**src/rtl/riscv_pkg.sv**
```systemverilog
// Shared RV32 definitions used by the EX-stage M-extension unit:
// funct3 encodings, default datapath width, FSM encoding and signedness helpers.
package riscv_pkg;

  localparam int XLEN_DEFAULT = 32;

  localparam logic [2:0] F3_MUL    = 3'b000;
  localparam logic [2:0] F3_MULH   = 3'b001;
  localparam logic [2:0] F3_MULHSU = 3'b010;
  localparam logic [2:0] F3_MULHU  = 3'b011;
  localparam logic [2:0] F3_DIV    = 3'b100;
  localparam logic [2:0] F3_DIVU   = 3'b101;
  localparam logic [2:0] F3_REM    = 3'b110;
  localparam logic [2:0] F3_REMU   = 3'b111;

  typedef enum logic [1:0] {
    IDLE = 2'd0,
    RUN  = 2'd1,
    DONE = 2'd2
  } md_state_e;

  function automatic logic is_div_op(input logic [2:0] fnc3);
    return fnc3[2];
  endfunction

  function automatic logic a_is_signed(input logic [2:0] fnc3);
    return (fnc3 != F3_MULHU) && (fnc3 != F3_DIVU) && (fnc3 != F3_REMU);
  endfunction

  function automatic logic b_is_signed(input logic [2:0] fnc3);
    return (fnc3 == F3_MUL) || (fnc3 == F3_MULH) || (fnc3 == F3_DIV) || (fnc3 == F3_REM);
  endfunction

endpackage

```
**src/rtl/muldiv_sign_fix.sv**
```systemverilog
// Maps unsigned magnitude results (product, quotient, remainder) back to the
// signed domain and selects the architectural result for the funct3.
module muldiv_sign_fix
  import riscv_pkg::*;
#(
  parameter int XLEN = XLEN_DEFAULT
) (
  input  logic [2*XLEN-1:0] prod_i,
  input  logic [XLEN-1:0]   quo_i,
  input  logic [XLEN-1:0]   rem_i,
  input  logic              sign_a_i,
  input  logic              sign_b_i,
  input  logic [2:0]        fnc3_i,
  output logic [XLEN-1:0]   result_o
);

  logic [2*XLEN-1:0] prod_s;
  logic [XLEN-1:0]   quo_s;
  logic [XLEN-1:0]   rem_s;

  // Remainder follows the dividend; product and quotient follow the sign xor
  always_comb begin
    prod_s = (sign_a_i ^ sign_b_i) ? -prod_i : prod_i;
    quo_s  = (sign_a_i ^ sign_b_i) ? -quo_i  : quo_i;
    rem_s  = sign_a_i ? -rem_i : rem_i;
    case (fnc3_i)
      F3_MUL:                       result_o = prod_s[XLEN-1:0];
      F3_MULH, F3_MULHSU, F3_MULHU: result_o = prod_s[2*XLEN-1:XLEN];
      F3_DIV, F3_DIVU:              result_o = quo_s;
      F3_REM, F3_REMU:              result_o = rem_s;
      default:                      result_o = {XLEN{1'b0}};
    endcase
  end

endmodule

```
**src/rtl/ex_muldiv_unit.sv**
```systemverilog
// Iterative RV32M multiply/divide unit in EX: one radix-2 step per cycle,
// stalls the front of the pipe while busy and pulses done_o for one cycle.
module ex_muldiv_unit
  import riscv_pkg::*;
#(
  parameter int XLEN = XLEN_DEFAULT
) (
  input  logic            clk,
  input  logic            rst,
  input  logic            start_i,
  input  logic            flush_i,
  input  logic [2:0]      fnc3_i,
  input  logic [XLEN-1:0] op_a_i,
  input  logic [XLEN-1:0] op_b_i,
  output logic            stall_o,
  output logic            done_o,
  output logic [XLEN-1:0] result_o
);

  localparam int CW = $clog2(XLEN);

  md_state_e          state_q, state_d;
  logic [CW-1:0]      count_q, count_d;
  logic [2:0]         fnc3_q, fnc3_d;
  logic               sign_a_q, sign_a_d;
  logic               sign_b_q, sign_b_d;
  logic [XLEN-1:0]    opa_q, opa_d;
  logic [XLEN-1:0]    opb_q, opb_d;
  logic [2*XLEN-1:0]  acc_q, acc_d;
  logic [XLEN-1:0]    quo_q, quo_d;
  logic [XLEN-1:0]    rem_q, rem_d;
  logic [XLEN-1:0]    result_q, result_d;
  logic               done_q, done_d;

  logic               a_sgn_s, b_sgn_s;
  logic [XLEN-1:0]    a_mag_s, b_mag_s;
  logic               div_zero_s, div_ovf_s;
  logic [XLEN-1:0]    special_res_s;
  logic [XLEN:0]      mul_sum_s;
  logic [2*XLEN-1:0]  mul_next_s;
  logic [XLEN:0]      rem_shift_s;
  logic [XLEN:0]      rem_diff_s;
  logic               div_ge_s;
  logic [XLEN-1:0]    rem_next_s;
  logic [XLEN-1:0]    quo_next_s;
  logic [XLEN-1:0]    fix_res_s;

  // Operand sign/magnitude extraction and one-cycle special-case results
  always_comb begin
    a_sgn_s    = op_a_i[XLEN-1] & a_is_signed(fnc3_i);
    b_sgn_s    = op_b_i[XLEN-1] & b_is_signed(fnc3_i);
    a_mag_s    = a_sgn_s ? -op_a_i : op_a_i;
    b_mag_s    = b_sgn_s ? -op_b_i : op_b_i;
    div_zero_s = (op_b_i == {XLEN{1'b0}});
    div_ovf_s  = ((fnc3_i == F3_DIV) || (fnc3_i == F3_REM)) &&
                 (op_a_i == {1'b1, {(XLEN-1){1'b0}}}) &&
                 (op_b_i == {XLEN{1'b1}});
    if (div_zero_s) begin
      special_res_s = fnc3_i[1] ? op_a_i : {XLEN{1'b1}};
    end else begin
      special_res_s = fnc3_i[1] ? {XLEN{1'b0}} : {1'b1, {(XLEN-1){1'b0}}};
    end
  end

  // Single radix-2 step: shift-add multiply and restoring divide
  always_comb begin
    mul_sum_s   = {1'b0, acc_q[2*XLEN-1:XLEN]} +
                  (acc_q[0] ? {1'b0, opa_q} : {(XLEN+1){1'b0}});
    mul_next_s  = {mul_sum_s, acc_q[XLEN-1:1]};
    rem_shift_s = {rem_q, quo_q[XLEN-1]};
    rem_diff_s  = rem_shift_s - {1'b0, opb_q};
    div_ge_s    = (rem_shift_s >= {1'b0, opb_q});
    rem_next_s  = div_ge_s ? rem_diff_s[XLEN-1:0] : rem_shift_s[XLEN-1:0];
    quo_next_s  = {quo_q[XLEN-2:0], div_ge_s};
  end

  // The fix-up sees the post-step values so the last step lands in result_q directly
  muldiv_sign_fix #(
    .XLEN (XLEN)
  ) u_sign_fix (
    .prod_i   (mul_next_s),
    .quo_i    (quo_next_s),
    .rem_i    (rem_next_s),
    .sign_a_i (sign_a_q),
    .sign_b_i (sign_b_q),
    .fnc3_i   (fnc3_q),
    .result_o (fix_res_s)
  );

  // Next-state and datapath update
  always_comb begin
    state_d  = state_q;
    count_d  = count_q;
    fnc3_d   = fnc3_q;
    sign_a_d = sign_a_q;
    sign_b_d = sign_b_q;
    opa_d    = opa_q;
    opb_d    = opb_q;
    acc_d    = acc_q;
    quo_d    = quo_q;
    rem_d    = rem_q;
    result_d = result_q;
    done_d   = 1'b0;
    case (state_q)
      IDLE: begin
        if (start_i && !flush_i) begin
          fnc3_d   = fnc3_i;
          sign_a_d = a_sgn_s;
          sign_b_d = b_sgn_s;
          opa_d    = a_mag_s;
          opb_d    = b_mag_s;
          acc_d    = {{XLEN{1'b0}}, b_mag_s};
          quo_d    = a_mag_s;
          rem_d    = {XLEN{1'b0}};
          count_d  = {CW{1'b0}};
          if (is_div_op(fnc3_i) && (div_zero_s || div_ovf_s)) begin
            state_d  = DONE;
            result_d = special_res_s;
            done_d   = 1'b1;
          end else begin
            state_d = RUN;
          end
        end else begin
          state_d = IDLE;
        end
      end
      RUN: begin
        if (flush_i) begin
          state_d = IDLE;
        end else begin
          count_d = count_q + CW'(1);
          if (is_div_op(fnc3_q)) begin
            quo_d = quo_next_s;
            rem_d = rem_next_s;
          end else begin
            acc_d = mul_next_s;
          end
          if (count_q == CW'(XLEN-1)) begin
            state_d  = DONE;
            result_d = fix_res_s;
            done_d   = 1'b1;
          end else begin
            state_d = RUN;
          end
        end
      end
      // The instruction still sitting in ID/EX is the one just completed
      DONE:    state_d = IDLE;
      default: state_d = IDLE;
    endcase
  end

  // State and datapath registers
  always_ff @(posedge clk or negedge rst) begin
    if (!rst) begin
      state_q  <= IDLE;
      count_q  <= {CW{1'b0}};
      fnc3_q   <= 3'b000;
      sign_a_q <= 1'b0;
      sign_b_q <= 1'b0;
      opa_q    <= {XLEN{1'b0}};
      opb_q    <= {XLEN{1'b0}};
      acc_q    <= {(2*XLEN){1'b0}};
      quo_q    <= {XLEN{1'b0}};
      rem_q    <= {XLEN{1'b0}};
      result_q <= {XLEN{1'b0}};
      done_q   <= 1'b0;
    end else begin
      state_q  <= state_d;
      count_q  <= count_d;
      fnc3_q   <= fnc3_d;
      sign_a_q <= sign_a_d;
      sign_b_q <= sign_b_d;
      opa_q    <= opa_d;
      opb_q    <= opb_d;
      acc_q    <= acc_d;
      quo_q    <= quo_d;
      rem_q    <= rem_d;
      result_q <= result_d;
      done_q   <= done_d;
    end
  end

  assign stall_o  = ((state_q == IDLE) && start_i && !flush_i) || (state_q == RUN);
  assign done_o   = done_q;
  assign result_o = result_q;

endmodule

```
**config.mk**
```make
export PLATFORM = sky130hd
export DESIGN_NAME = ex_muldiv_unit
export DESIGN_NICKNAME = d
export VERILOG_FILES = /design/src/rtl/riscv_pkg.sv /design/src/rtl/muldiv_sign_fix.sv /design/src/rtl/ex_muldiv_unit.sv
export SDC_FILE = /design/constraint.sdc
export NUM_CORES = 1
export LEC_CHECK = 0
export BUFFER_PORTS_ARGS = -buffer_cell sky130_fd_sc_hd__buf_4
export CAP_MARGIN = 25
export CORE_UTILIZATION = 30
export DETAILED_ROUTE_END_ITERATION = 10
export PLACE_DENSITY_LB_ADDON = 0.25
export SETUP_SLACK_MARGIN = 0.2
export SYNTH_ARGS = -nofsm -noshare
export SYNTH_HDL_FRONTEND = slang
export SYNTH_SLANG_ARGS = --single-unit
```
**constraint.sdc**
```tcl
create_clock -name clk -period 8.4 [get_ports clk]
set_input_delay 0.84 -clock clk [delete_from_list [all_inputs] [get_ports clk]]
set_output_delay 0.84 -clock clk [all_outputs]
set_load 0.02 [all_outputs]
```
Word-level counts from Yosys, hierarchy flattened --
Index checks and enable logic that the tools add are counted.
Word-level totals: flip-flop bits (word level) 237, input bits 71, output and inout bits 34, word-level logic and storage cells 116
Cells by class: $add $sub $neg 8, magnitude comparators 1, equal/unequal tests 23, muxes and demuxes 41, bitwise gates (word level) 3, reductions and logical operators 28
Operators by type and width (count):
- $mux 32 | 19
- $mux 64 | 4
- $pmux 32 s2 | 3
- $neg 32->32 | 4
- $pmux 32 s4 | 1
- $pmux 64 s2 | 1
- $eq 32x32->1 const B | 2
- $neg 64->64 | 1
- $add 32x32->33 | 1
- $ge 33x32->1 | 1
- $logic_not 32->1 | 1
- $sub 32x32->32 | 1
- $eq 3x3->1 const B | 6
- $ne 2x2->1 const B | 6
- $mux 5 | 2
- $pmux 5 s2 | 1
- $logic_and 1x1->1 | 8
- $mux 2 | 4
- $reduce_and 4->1 | 2
- $eq 3x1->1 const B | 2
- $eq 3x2->1 const B | 2
- $logic_not 3->1 | 2
- $logic_or 1x1->1 | 6
- $ne 3x3->1 const B | 2
- other kinds (17) | 22

Logic depth before layout (Yosys ltp) --
depth in word-level cells 9, depth in mapped cells 25, depth with buffers taken out 19

Modules after synthesis --
From an unflattened synthesis, not the netlist that was laid out.
Unflattened totals: cells, all modules 2390, area total of the unflattened synthesis 18880.6 µm²
By module, submodules not included:
- ex_muldiv_unit | instances 1, cells an instance 1810, area each 15175.8 µm²
- muldiv_sign_fix | instances 1, cells an instance 580, area each 3704.8 µm²

Worst setup path before layout --
Ideal clock, no wire load.
path kind register to register, start point reg rem_q[19], end point reg result_q[26] (netlist: result_o[26]), library setup time 0.129 ns, arrival time 4.950 ns, data required time 8.271 ns, setup slack 3.320 ns, cell stages (with the launch flop) 22, path through dfrtp_1 -> ha_1 -> a21oi_1 -> o21ai_1 -> a31o_1 -> o211a_1 -> buf_2 -> or3_1 -> buf_6 -> buf_2 -> buf_2 -> buf_1 -> o21ai_0 -> ha_1 -> nand2_1 -> nor4_1 -> a41oi_1 -> a211o_1 -> o41a_1 -> xnor2_1 -> a211oi_1 -> a21oi_1
Between the ends: longest elaborated chain between the ends 8, elaborated cells between the ends (all ways) 11
RTL lines:
- from (decl) | RTL line ex_muldiv_unit.sv:31 | logic [XLEN-1:0] rem_q, rem_d;
- from (signal assigned) | RTL line ex_muldiv_unit.sv:165 | rem_q <= {XLEN{1'b0}};
- from (signal assigned) | RTL line ex_muldiv_unit.sv:178 | rem_q <= rem_d;
- $sub 32x32->32 / $ge 33x32->1 (equally long branches) | RTL line ex_muldiv_unit.sv:71, ex_muldiv_unit.sv:72
- $mux 32 | RTL line ex_muldiv_unit.sv:73 | rem_next_s = div_ge_s ? rem_diff_s[XLEN-1:0] : rem_shift_s[XLEN-1:0];
- $neg 32->32 | RTL line muldiv_sign_fix.sv:25 | rem_s = sign_a_i ? -rem_i : rem_i;
- $mux 32 | RTL line muldiv_sign_fix.sv:25
- $pmux 32 s4 (*) | RTL line muldiv_sign_fix.sv:26 | case (fnc3_i)
- $mux 32 (*) | RTL line ex_muldiv_unit.sv:138 | if (count_q == CW'(XLEN-1)) begin
- $mux 32 (*) | RTL line ex_muldiv_unit.sv:128 | if (flush_i) begin
- $pmux 32 s2 (*) | RTL line ex_muldiv_unit.sv:104 | case (state_q)
- to (signal assigned) | RTL line ex_muldiv_unit.sv:166 | result_q <= {XLEN{1'b0}};
- to (signal assigned) | RTL line ex_muldiv_unit.sv:179 | result_q <= result_d;
- to (decl) | RTL line ex_muldiv_unit.sv:32 | logic [XLEN-1:0] result_q, result_d;
Mark *: on every way between the ends. The rest lies on a longest branch, timed or not. The select of a mux whose other input is x is not followed. A chain may end at the register's enable or synchronous reset.

Worst setup path after layout --
start point reg rem_q[11], end point reg result_q[26] (netlist: result_o[26])
Same word-level chain as after synthesis.

==> results.md <==
- Count of flip-flops with a built-in enable after synthesis: 0
- First-pass GRT wire length: 120,000 um
- Synth area leaders: dfrtp_1 30%, o21ai_0 8.4%, xnor2_1 5.2%
- Final period util: 72.3%
- ANT nets after route: 0
- Total track usage: between 20% and 30%
- Post-synth top area share: 30.5%
- Resize count post-CTS: 0
- Post-synthesis register bit count: 236
- Relative slew slack: between 30 and 40%
- Max IR drop VDD: roughly 0.36 mV
- Vias: 19,461
- Ys flop type: dfrtp_1
- Clock Skews: 0.0284 ns
- Horiz. Die Dim: approximately 260 um
- HPWL Detailed: ~60,000 um
- Crit-path cells: ha_1, nand4_1, nor4_1, and2_0, o211a_1, or3_2, buf_4, nand2_1, o21ai_0, ha_1, nand2_1, nor4_1, a41oi_1, a211o_1, o41a_1, xnor2_1, a211oi_1, a21oi_1
- Initial antenna violation count: 4
- H-tree depth: 2
- Routed wire length: about 80,000 um
- Crit-path max FO: between 50 and 60
- Crit-path leading delay family: compound AO/OA/AOI/OAI gates
- RSZ-0062 raised after global routing: false
- PwrDens: 368 nW/um^2
- Final hold vios: 0
- WP data arrival: 6.48 ns
- CP endpoint kind: flip-flop
- Crit path largest cell delay: about 0.57 ns
- # Max-Cap Violations: 0
- Initial Util: 30.6%
- Core Rows: 92
- Req. time, crit path: between 8 and 9 ns
- Drt wl/cell: approximately 24 um
- CTS Hold Buffers Added: 0
- # IOs: 105
- Setup TNS: 0 ns
- Non-Filler Instances: ~3,400
- Layout cells sized above 1: under 10%
- Vias per cell: between 5 and 6
- Clock Sinks: 236
- Core area: around 63,000 sq um
- Post-Syn Area per Cell: slightly below 8 sq um
- Die footprint: between 60,000 and 70,000 sq um
- Count leader, synth: o21ai_0
- Root Buffer: clkbuf_16
- # fillers: between 6,000 and 7,000
- Syn Inst Count: 2,465
- CTS tree: done
- DRC: 0
- Min-Delay Path Class: in -> async
- Status: finished clean
- Drt initial violations: around 2,000
- Crit path kind: reg -> reg
- CP bufs+invs: 1
- Antenna diodes: 0
- Clock Latency Late Sink: 0.56 ns
- YS warnings: 0
- Post-synthesis cell type count: 90
- Setup Fix Bufs, Post-CTS: 0
- First drt pass iteration count: 7
- Final Setup Violations: 0
- Leading area contributor after synthesis: dfrtp_1
- Peak Freq: approximately 0.16 GHz
- Fin. max-slew vios: 0
- Slew @ Worst Pin: 1.04 ns
- Final net count: around 2,600
- Share of flip-flops with an asynchronous set or reset: between 90% and 100%
- Inst Count DP: between 3,000 and 4,000
- Area growth syn-to-layout: 14.3%
- Synth cell count leaders: 325 x o21ai_0, 267 x nand2_1, 236 x dfrtp_1
- Port bufs: about 100
- Die height: ~260 um
- RD Place Congestion: 0.924
- Post-synthesis sequential area ratio: 30.5%
- Leakage power: 9.22 nW
- Final min period: between 6 and 7 ns
- Syn Std Cell Area: approximately 19,000 sq um
- Vias in the first global route: ~18,000
- Synth Net Count: 2,610
- GRT overflow: 0
- TritonCTS buffer count: 34
- CTS max path bufs: 3
- Reg clk slew, reported paths: about 0.060 ns
- Largest net degree at the start of global routing: around 110
- Crit path launch type: flip-flop
- Slowest CP cell: buf_4
per-stage QoR:
stage | cell area, sq um | power (mW) | utilization (%) | worst slack, ns | hold WS, ns
4_1_cts | 22100 | 8.11 | 34.8 | 2.51 | 0.462
5_1_grt | 22200 | 8.68 | 35.0 | 1.98 | 0.493
3_5_place_dp | 21000 | 6.56 | 33.0 | 2.58 | 0.465
2_1_floorplan | 19400 | 5.09 | - | 3.32 | 0.442
3_3_place_gp | 21000 | 6.56 | 33.0 | 2.76 | 0.459
6_report | 22200 | 8.16 | 35.0 | 2.33 | 0.411
worst paths after layout:
check,from,end,slack [ns],cells past startpoint
max reg2reg,rem_q[11]$_DFFE_PN0P_,result_o[26]$_DFFE_PN0P_,2.33,18
min reg2reg,opa_q[26]$_DFFE_PN0P_,opa_q[26]$_DFFE_PN0P_,0.48,2
min,rst,rem_q[15]$_DFFE_PN0P_,0.41,1
max,rem_q[11]$_DFFE_PN0P_,result_o[26]$_DFFE_PN0P_,2.33,18
max in group asynchronous,rst,opa_q[13]$_DFFE_PN0P_,6.49,2
min in group clk,opa_q[26]$_DFFE_PN0P_,opa_q[26]$_DFFE_PN0P_,0.48,2
logic make-up after synthesis:
family	Yosys count	synth area share [%]
AO/OA/AOI/OAI	855	27.9
adder cells (fa/ha/maj)	74	4.85
buffers and inverters	253	5.14
XOR/XNOR	210	9.49
multiplexers	36	1.94
AND/OR/NAND/NOR	801	20.2
flip-flops	236	30.5
worst reg2reg max path: stages, from the launching register on:
cell	delay, ns
dfrtp_1	0.41
ha_1	0.48
nand4_1	0.31
nor4_1	0.55
and2_0	0.21
o211a_1	0.35
or3_2	0.22
buf_4	0.57
nand2_1	0.13
o21ai_0	0.14
ha_1	0.28
nand2_1	0.06
nor4_1	0.44
a41oi_1	0.39
a211o_1	0.47
o41a_1	0.43
xnor2_1	0.14
a211oi_1	0.26
a21oi_1	0.10
metal layers:
metal  vias up  routed length, um  track usage [%]
met5         -                 10                0
met1      9469              36100             33.1
met4         2               3430             9.95
met2       751              35300             37.0
met3       150               4680             2.74
li1       9089                  -                -
registers in the layout (all words and copies together), names as in the netlist, 3 cells and up:
register,count
acc_q,64
opb_q,32
opa_q,32
fnc3_q,3
result_o,32
rem_q,32
count_q,5
quo_q,32
where the power goes:
part | total (mW) | switching, mW | leakage (nW) | internal, mW
clock | 1.52 | 0.596 | 0.559 | 0.923
sequential | 1.69 | 0.299 | 3.07 | 1.40
combinational | 4.95 | 3.23 | 5.59 | 1.72
cell type report:
type	count	area (sq um)	share of cell area, %
clock inverters	9	126	0.570
flip-flops and latches	236	5910	26.6
clock buffers	49	1010	4.55
well taps	846	1060	4.78
repair buffers	138	1100	4.94
multi-input cells	1976	12600	56.7
inverters	104	393	1.77
layout by cell type (no fill, tap or decap), types with 21 or more instances in the layout:
cell type,count
a21oi_1,174
xor2_1,94
a221o_1,31
clkbuf_16,35
nor3_1,48
nor4_1,37
or3_1,32
o21a_1,21
a31oi_1,37
and2_1,45
o211ai_1,23
a22o_1,23
nor2_1,168
ha_1,72
nand2_1,266
inv_1,103
o31ai_1,37
o21ai_0,325
buf_4,134
dfrtp_1,236
nand3_1,53
xnor2_1,114
nand4_1,30
mux2i_1,24
Note: power is estimated with default switching activity, not from simulation.
